File: src/rtl/uart_line_echo.sv
// uart_line_echo: buffers a CR-terminated line from a UART receiver and retransmits it in order.
// Optional macro UART_ECHO_CRLF_EN appends a 0x0A after each echoed line (adds the SEND_LF state).

module uart_line_echo #(
    parameter int DEPTH = 16
) (
    input  logic       clk,
    input  logic       rst,
    input  logic [7:0] rx_data,
    input  logic       rx_valid,
    input  logic       tx_rdy,
    output logic [7:0] tx_data,
    output logic       tx_en,
    output logic       busy,
    output logic       overflow
);

    localparam int          AW         = $clog2(DEPTH);
    localparam logic [7:0]  CR_BYTE    = 8'h0D;
    localparam logic [AW:0] FILL_LIMIT = (AW + 1)'(DEPTH - 1);
    localparam logic [AW:0] CNT_ZERO   = {(AW + 1){1'b0}};
    localparam logic [AW:0] CNT_ONE    = (AW + 1)'(1);
    localparam logic [AW-1:0] PTR_ZERO = {AW{1'b0}};
    localparam logic [AW-1:0] PTR_ONE  = AW'(1);

`ifdef UART_ECHO_CRLF_EN
    localparam logic [7:0] LF_BYTE = 8'h0A;

    typedef enum logic [1:0] {
        ST_COLLECT = 2'd0,
        ST_SEND    = 2'd1,
        ST_HOLD    = 2'd2,
        ST_SEND_LF = 2'd3
    } state_t;
`else
    typedef enum logic [1:0] {
        ST_COLLECT = 2'd0,
        ST_SEND    = 2'd1,
        ST_HOLD    = 2'd2
    } state_t;
`endif

    state_t        state_r;
    state_t        state_s;
    logic [7:0]    mem_r [DEPTH];
    logic [AW-1:0] wr_ptr_r;
    logic [AW-1:0] rd_ptr_r;
    logic [AW:0]   count_r;
    logic [7:0]    hold_byte_r;
    logic          push_s;
    logic          pop_s;
    logic          drop_s;
    logic          fifo_empty_s;
    logic          tx_en_s;
    logic          busy_s;
    logic [7:0]    tx_data_r;
    logic          tx_en_r;
    logic          busy_r;
    logic          overflow_r;
`ifdef UART_ECHO_CRLF_EN
    logic          load_lf_s;
    logic          lf_done_r;
`endif

    assign fifo_empty_s = (count_r == CNT_ZERO);

    // State register
    always_ff @(posedge clk) begin
        if (rst) begin
            state_r <= ST_COLLECT;
        end else begin
            state_r <= state_s;
        end
    end

    // Next-state logic and FIFO push/pop/drop decisions
    always_comb begin
        state_s = state_r;
        push_s  = 1'b0;
        pop_s   = 1'b0;
        drop_s  = 1'b0;
`ifdef UART_ECHO_CRLF_EN
        load_lf_s = 1'b0;
`endif
        case (state_r)
            ST_COLLECT: begin
                if (rx_valid) begin
                    if (rx_data == CR_BYTE) begin
                        push_s  = 1'b1;
                        state_s = ST_SEND;
                    end else if (count_r < FILL_LIMIT) begin
                        // The last slot stays reserved for the terminating CR
                        push_s = 1'b1;
                    end else begin
                        drop_s = 1'b1;
                    end
                end else begin
                    state_s = ST_COLLECT;
                end
            end
            ST_SEND: begin
                drop_s = rx_valid;
                if (fifo_empty_s) begin
`ifdef UART_ECHO_CRLF_EN
                    state_s = ST_SEND_LF;
`else
                    state_s = ST_COLLECT;
`endif
                end else if (tx_rdy) begin
                    pop_s   = 1'b1;
                    state_s = ST_HOLD;
                end else begin
                    state_s = ST_SEND;
                end
            end
            ST_HOLD: begin
                drop_s = rx_valid;
`ifdef UART_ECHO_CRLF_EN
                if (lf_done_r) begin
                    state_s = ST_COLLECT;
                end else begin
                    state_s = ST_SEND;
                end
`else
                state_s = ST_SEND;
`endif
            end
`ifdef UART_ECHO_CRLF_EN
            ST_SEND_LF: begin
                drop_s = rx_valid;
                if (tx_rdy) begin
                    load_lf_s = 1'b1;
                    state_s   = ST_HOLD;
                end else begin
                    state_s = ST_SEND_LF;
                end
            end
`endif
            default: begin
                state_s = ST_COLLECT;
            end
        endcase
    end

    // Output decode: a transmit pulse is issued for the cycle after each HOLD
    always_comb begin
        tx_en_s = (state_r == ST_HOLD);
        busy_s  = (state_s != ST_COLLECT);
    end

    // Line buffer storage; left without reset so it can map onto RAM
    always_ff @(posedge clk) begin
        if (push_s && !rst) begin
            mem_r[wr_ptr_r] <= rx_data;
        end
    end

    // FIFO pointers, occupancy and the byte staged for the next transmit pulse
    always_ff @(posedge clk) begin
        if (rst) begin
            wr_ptr_r    <= PTR_ZERO;
            rd_ptr_r    <= PTR_ZERO;
            count_r     <= CNT_ZERO;
            hold_byte_r <= 8'h00;
        end else begin
            if (push_s) begin
                wr_ptr_r <= wr_ptr_r + PTR_ONE;
            end else begin
                wr_ptr_r <= wr_ptr_r;
            end
            if (pop_s) begin
                rd_ptr_r    <= rd_ptr_r + PTR_ONE;
                hold_byte_r <= mem_r[rd_ptr_r];
            end
`ifdef UART_ECHO_CRLF_EN
            else if (load_lf_s) begin
                rd_ptr_r    <= rd_ptr_r;
                hold_byte_r <= LF_BYTE;
            end
`endif
            else begin
                rd_ptr_r    <= rd_ptr_r;
                hold_byte_r <= hold_byte_r;
            end
            case ({push_s, pop_s})
                2'b10:   count_r <= count_r + CNT_ONE;
                2'b01:   count_r <= count_r - CNT_ONE;
                default: count_r <= count_r;
            endcase
        end
    end

`ifdef UART_ECHO_CRLF_EN
    // Marks that the trailing line feed has been staged, so HOLD returns to COLLECT
    always_ff @(posedge clk) begin
        if (rst) begin
            lf_done_r <= 1'b0;
        end else if (load_lf_s) begin
            lf_done_r <= 1'b1;
        end else if (state_s == ST_COLLECT) begin
            lf_done_r <= 1'b0;
        end else begin
            lf_done_r <= lf_done_r;
        end
    end
`endif

    // Sticky overflow flag, cleared only by reset
    always_ff @(posedge clk) begin
        if (rst) begin
            overflow_r <= 1'b0;
        end else if (drop_s) begin
            overflow_r <= 1'b1;
        end else begin
            overflow_r <= overflow_r;
        end
    end

    // Registered transmit interface; tx_data only changes together with a tx_en pulse
    always_ff @(posedge clk) begin
        if (rst) begin
            tx_en_r   <= 1'b0;
            tx_data_r <= 8'h00;
            busy_r    <= 1'b0;
        end else begin
            tx_en_r <= tx_en_s;
            busy_r  <= busy_s;
            if (tx_en_s) begin
                tx_data_r <= hold_byte_r;
            end else begin
                tx_data_r <= tx_data_r;
            end
        end
    end

    assign tx_data  = tx_data_r;
    assign tx_en    = tx_en_r;
    assign busy     = busy_r;
    assign overflow = overflow_r;

endmodule

File: config.mk
export PLATFORM = sky130hd
export DESIGN_NAME = uart_line_echo
export DESIGN_NICKNAME = d
export VERILOG_FILES = /design/src/rtl/uart_line_echo.sv
export SDC_FILE = /design/constraint.sdc
export NUM_CORES = 1
export LEC_CHECK = 0
export CORE_ASPECT_RATIO = 1.5
export CORE_MARGIN = 5
export CORE_UTILIZATION = 65
export DETAILED_ROUTE_END_ITERATION = 10
export GPL_ROUTABILITY_DRIVEN = 0
export PLACE_DENSITY = 0.84
export SLEW_MARGIN = 20
export SYNTH_ARGS = -nofsm -noshare
export SYNTH_HDL_FRONTEND = slang
export SYNTH_SLANG_ARGS = --single-unit
File: constraint.sdc
create_clock -name clk -period 8.43 [get_ports clk]
set_input_delay 1.2645 -clock clk [delete_from_list [all_inputs] [get_ports clk]]
set_output_delay 1.2645 -clock clk [all_outputs]
set_load 0.02 [all_outputs]
==> results.ini, run 1 <==
[sta]
fin_crit_sh_pct = 52.6
maxSlewViolCount = 0
fin_setup_tns_ps = 0
rsz0062_at_grt = no
max_freq_ghz = 0.225
fin_crit_ps = 4430
setup_viol = 0
worst_pin_slew_ps = 1110
setup_slack_ps = 4000
final_hold_viol_count = 0
skew_ps = 10.1
slew_headroom_pct = 25.5

[flow_run]
max_cap_viol_count = 0

[global_route]
overflow = 0
grt_pass1_vias = 3731
track_usage_pct = 24.4
use_met2_pct = 39.1
top_usage_layer = met2
grt_pass1_wl_um = 21300
grt_max_degree = 52
antenna_found_initial = 0
use_met1_pct = 32.0
grtUsageMet3_pct = 5.54

[clock_network]
clkTransAtPathRegs_ps = 60
htree_num_levels = 4
cts-resized-gates = 0
cts_made_buffers = 17
cts_sinks = 162
cts-root-buf = clkbuf_16
clk_latency_ps = 410
cts_tree = built
cts_setup_buffers = 0
cts_hold_buf = 0
clockBufferDepth = 2

[setup_path]
required_ps = 8720
worstSetupPathType = input pin to register
crit_chain = clkdlybuf4s50_1 > nor4_4 > a41oi_4 > nor2_4 > inv_1 > ha_1 > ha_1 > nor2b_1 > o21ai_1 > a21oi_1 > or3b_1 > mux2_1
cp_top_family = simple AND/OR/NAND/NOR gates
max_stage_delay_ps = 760
cp-start-kind = input pin
crit_slowest_cell = clkdlybuf4s50_1
critical_path.max_fanout = 17
r2r_start = state_r[1]
cp.arrival_ps = 4730
setup.worst_path.start = rx_data[4]
cp-end-kind = register
crit_buf_inv = 2
cpMostUsedCell = ha_1

[die]
io_pins = 23
die_width_um = 92.2
fp.coreArea_um2 = 10000
dieHeight_um = 133
start_util_pct = 65.7
row_count = 45
die_area_um2 = 12300

[synthesis]
syn-instance-count = 422
yosys_warnings = 0
synth_fa_ha_area_share_pct = 2.77
syn_nets = 448
muxShareOfSynthArea_pct = 12.3
ys_ff_latch = 162
synth_compound_area_share_pct = 5.53
syn_avg_cell_area_um2 = 15.6
netlist_area_um2 = 6590
synth_simple_gate_area_share_pct = 7.06
synth_top_family_by_area = multiplexers
ys_types = 50
synth_xor_area_share_pct = 0.930
yosysSeqAreaShare_pct = 68.7

[route]
drcViolationCount = 0
routed_wl_um = 14000
avgViaCountPerCell = 6.48
routedWlPerCell_um = 24.4
dr.pass1.iters = 5
drtIter0Drc = 387
postRouteAntennaNets = 0
num_vias = 3728

[pwr]
powerDensity_nw_per_um2 = 219
peakVddDrop_mv = 0.150
p_leak_nw = 2.34

[hold_path]
hp-start = tx_data[7]
hold_path_class = register to register

[place]
io_buffers = 22
place_area_um2 = 6840
hpwl_um = 8480
pre_cts_ws_ps = 3620
placed_cells = 543

[finish]
n_antenna_cell = 0
nFillCells = 579
area_growth_pct = 12.0
utilization_pct = 73.6
finalNonFillerCells = 575
nets = 471
drive_gt1_share_pct = 11.8
fin_area_um2 = 7380

[run_status]
status = finished, final reports clean

cell usage in the layout, fill, tap and decap left out, types with 5 or more instances in the layout:
cell type,count
edfxtp_1,128
nor2_1,50
mux2i_1,38
dfxtp_1,33
clkdlybuf4s50_1,22
nand2_1,19
clkbuf_16,17
o22ai_1,15
mux4_2,14
ha_1,13
inv_1,12
a211oi_1,9
a21oi_1,8
a311oi_1,7
clkbuf_1,7
nor2b_1,6
xnor2_1,5
Yosys cell counts (all sizes together):
library cell  number  area (um2)
a211oi             9        67.6
a21o               2        15.0
a21oi              8        40.0
a311oi             7        61.3
a31oi              2        12.5
a41oi              2        36.3
and2               1        6.26
and4               1        8.76
buf               13         103
clkbuf             8        35.0
dfxtp             34         681
edfxtp           128        3840
fa                 1        20.0
ha                13         163
inv               12        45.0
mux2               5        60.1
mux2i             38         380
mux4              16         368
nand2             20        82.6
nand2b             2        12.5
nand3              3        15.0
nand3b             1        11.3
nand4              2        12.5
nor2              51         199
nor2b              6        37.5
nor3               2        10.0
nor4               2        27.5
o21ai              3        15.0
o22ai             16         106
o32a               1        10.0
or2                3        18.8
or3                1        6.26
or3b               2        17.5
xnor2              5        43.8
xor2               2        17.5
kinds of logic (layout without fill, tap and decap cells):
family                     after synthesis  after routing
DFF                                    162            162
xor gates and xnor gates                 7              7
muxes                                   59             59
AOI/OAI and AO/OA                       50             50
buffers and inverters                   33             69
adders and majority gates               14             14
and+or+nand+nor                         97             97
routing by layer:
metal | up-vias | share of wire (%)
li1 | 1643 | -
met1 | 1877 | 39
met2 | 174 | 52
met3 | 34 | 6.1
met4 | 0 | 3.5
met5 | - | 0
path summary, 6_finish.rpt:
| kind | to | slack, ps | cells past startpoint |
|---|---|---|---|
| min | tx_data[7] | 490 | 2 |
| max reg2reg | count_r[4] | 5140 | 12 |
| max | count_r[4] | 4000 | 12 |
| min reg2reg | tx_data[7] | 490 | 2 |
cell type report:
class	count	area (um2)	share of cell area (%)
flip-flops and latches	162	4530	61.3
well taps	117	146	1.98
inverters	12	45.0	0.610
clock buffers	26	479	6.49
clock inverters	6	57.6	0.780
multi-input cells	227	1880	25.5
repair buffers	25	243	3.29
power by group:
group	total (W)	internal, W	switching (W)
sequential	0.000873	0.000869	0.00000434
combinational	0.0000427	0.0000144	0.0000283
clock	0.000698	0.000420	0.000278
total	0.00161	0.00130	0.000310
state kept, by name, indices dropped and copies added, names as in the netlist:
name and cells:
busy 1, tx_en 1, wr_ptr_r 4, mem_r 128, count_r 5, tx_data 8, state_r 2, overflow 1
hold_byte_r 8, rd_ptr_r 4
stage by stage:
stage               hold slack [ps]  total power, W
floorplan                       465        0.000908
global placement                465        0.000928
detailed placement              483        0.000931
CTS                             500         0.00162
global route                    529         0.00166
finish                          494         0.00161
worst reg2reg max path, delay by kind of cell, from the launching register on:
family / cells / cell delay (ps)
simple gates: 4 / 700
fa+ha+maj: 3 / 920
mux: 1 / 310
flops: 1 / 360
compound gates: 1 / 110
buf+inv: 3 / 770
Power figures use the tool's default switching activity.
==> inputs of run 2 (changes only) <==
--- a/config.mk
+++ b/config.mk
@@ -7,10 +7,10 @@
 export LEC_CHECK = 0
 export CORE_ASPECT_RATIO = 1.5
 export CORE_MARGIN = 5
-export CORE_UTILIZATION = 65
+export CORE_UTILIZATION = 55
 export DETAILED_ROUTE_END_ITERATION = 10
 export GPL_ROUTABILITY_DRIVEN = 0
-export PLACE_DENSITY = 0.84
+export PLACE_DENSITY = 0.76
 export SLEW_MARGIN = 20
 export SYNTH_ARGS = -nofsm -noshare
 export SYNTH_HDL_FRONTEND = slang
==> constraint.sdc (replaced) <==
create_clock -name clk -period 3.79 [get_ports clk]
set_input_delay 0.5685 -clock clk [delete_from_list [all_inputs] [get_ports clk]]
set_output_delay 0.5685 -clock clk [all_outputs]
set_load 0.02 [all_outputs]
==> run 2 against run 1 <==
Flip-flop and latch count unchanged. Combinational power increased by 150%. First-iteration DRC count decreased by 48%. Global-route usage decreased by 4.9 points. Critical path type unchanged. Largest cell class unchanged.
==> results.ini, run 2 (synthesis results as in run 1) <==
[run_status]
status = finished, final reports clean

[die]
die_width_um = 99.4
start_util_pct = 55.4
dieHeight_um = 144
io_pins = 23
die_area_um2 = 14300
row_count = 49
fp.coreArea_um2 = 11900

[finish]
n_antenna_cell = 0
finalNonFillerCells = 636
nets = 496
nFillCells = 859
final_cell_mix = 128 x edfxtp_1, 50 x nor2_1, 38 x mux2i_1
largest_reg_flops = 128
area_growth_pct = 15.9
drive_gt1_share_pct = 17.6
regMostFlops = mem_r
final_common_cell = edfxtp_1

[route]
postRouteAntennaNets = 0
routedWlPerCell_um = 20.0
drtIter0Drc = 202
drcViolationCount = 0
num_vias = 3640
dr.pass1.iters = 5
routed_wl_um = 12700
avgViaCountPerCell = 5.72

[setup_path]
required_ps = 4090
worstRegToRegCells = 12
r2r_start = count_r[1]
cp.arrival_ps = 3410
r2r_slack_ps = 900
critical_path.max_fanout = 4
worstSetupPathType = input pin to register
r2r_end = count_r[4]
cp-start-kind = input pin
cp-end-kind = register

[clock_network]
clkTransAtPathRegs_ps = 60
clk_latency_ps = 420
cts_made_buffers = 17
cts_hold_buf = 0
cts_sinks = 162
cts_tree = built
htree_num_levels = 4
cts-resized-gates = 0
cts_setup_buffers = 0
cts-root-buf = clkbuf_16
clockBufferDepth = 2

[sta]
skew_ps = 7.74
fin_setup_tns_ps = 0
fin_crit_ps = 3110
slew_headroom_pct = 43.4
worst_pin_slew_ps = 846
max_freq_ghz = 0.322
final_hold_viol_count = 0
fin_crit_sh_pct = 82.0
setup_viol = 0
rsz0062_at_grt = no
maxSlewViolCount = 0

[pwr]
intPower_w = 0.00288
p_leak_nw = 2.47
peakVddDrop_mv = 0.478
power_frac_comb_pct = 2.9
clkPwrFrac_pct = 43.8
seqPwrFrac_pct = 53.3
swShare_pct = 20.8
powerDensity_nw_per_um2 = 476
p_sw_w = 0.000755

[hold_path]
hold_path_class = register to register
hold_end = overflow
hold_path_depth = 2
hp-start = overflow

[flow_run]
max_cap_viol_count = 0

[global_route]
overflow = 0
antenna_found_initial = 0
grt_max_degree = 33
grt_pass1_vias = 3774
track_usage_pct = 19.5
grt_pass1_wl_um = 20600

[place]
hpwl_um = 8750
placed_cells = 604
io_buffers = 22

-- run 2: critical path, stage by stage --
cell and delay (ps):
clkdlybuf4s50_1 410, nor2b_1 130, buf_4 150, a41oi_4 310, nor2_4 50, inv_1 60, ha_1 230, inv_1 110
fa_1 380, nor2b_1 180, o21ai_1 90, nand3_1 80, or3b_1 350, mux2_1 320
-- run 2: layer usage --
| layer | GRT usage [%] | wire, um | vias up | part of all wire [%] |
|---|---|---|---|---|
| li1 | - | - | 1699 | - |
| met1 | 21.9 | 4810 | 1792 | 38 |
| met2 | 33.6 | 6740 | 117 | 53 |
| met3 | 4.73 | 554 | 32 | 4.4 |
| met4 | 11.8 | 628 | 0 | 4.9 |
| met5 | 0 | 0 | - | 0 |
-- run 2: worst max path at each step --
stage / from / end / slack (ps) / depth (start not counted)
2_1_floorplan: rx_data[5] / count_r[4] / 820 / 11
3_3_place_gp: rx_data[5] / count_r[4] / 330 / 12
3_5_place_dp: rx_data[0] / count_r[4] / 220 / 14
4_1_cts: rx_data[0] / count_r[4] / 660 / 14
5_1_grt: rx_data[5] / count_r[4] / 580 / 12
6_report: rx_data[0] / count_r[4] / 680 / 14
-- run 2: cell type report --
cell class / count / area (um2) / area share [%]
clock buffers: 18 / 429 / 5.62
clock inverters: 14 / 130 / 1.70
inverters: 12 / 45.0 / 0.590
multi-input cells: 227 / 1880 / 24.7
flip-flops and latches: 162 / 4530 / 59.3
well taps: 153 / 191 / 2.51
repair buffers: 50 / 430 / 5.64
-- run 2: power groups by stage --
stage               Combinational (W)  Sequential, W  Clock, W
global route                 0.000115        0.00194   0.00171
CTS                          0.000106        0.00194   0.00161
detailed placement           0.000105        0.00198         0
global placement             0.000101        0.00198         0
floorplan                   0.0000457        0.00197         0
finish                       0.000105        0.00194   0.00159
-- run 2: stage by stage --
step	hold WS (ps)	total power [W]	setup slack [ps]	utilization, %	cell area [um2]
3_5_place_dp	472	0.00208	224	59.5	7070
5_1_grt	515	0.00376	585	64.2	7630
2_1_floorplan	465	0.00202	819	-	6590
3_3_place_gp	454	0.00208	330	59.5	7070
4_1_cts	483	0.00366	664	64.2	7630
6_report	483	0.00364	681	64.2	7630
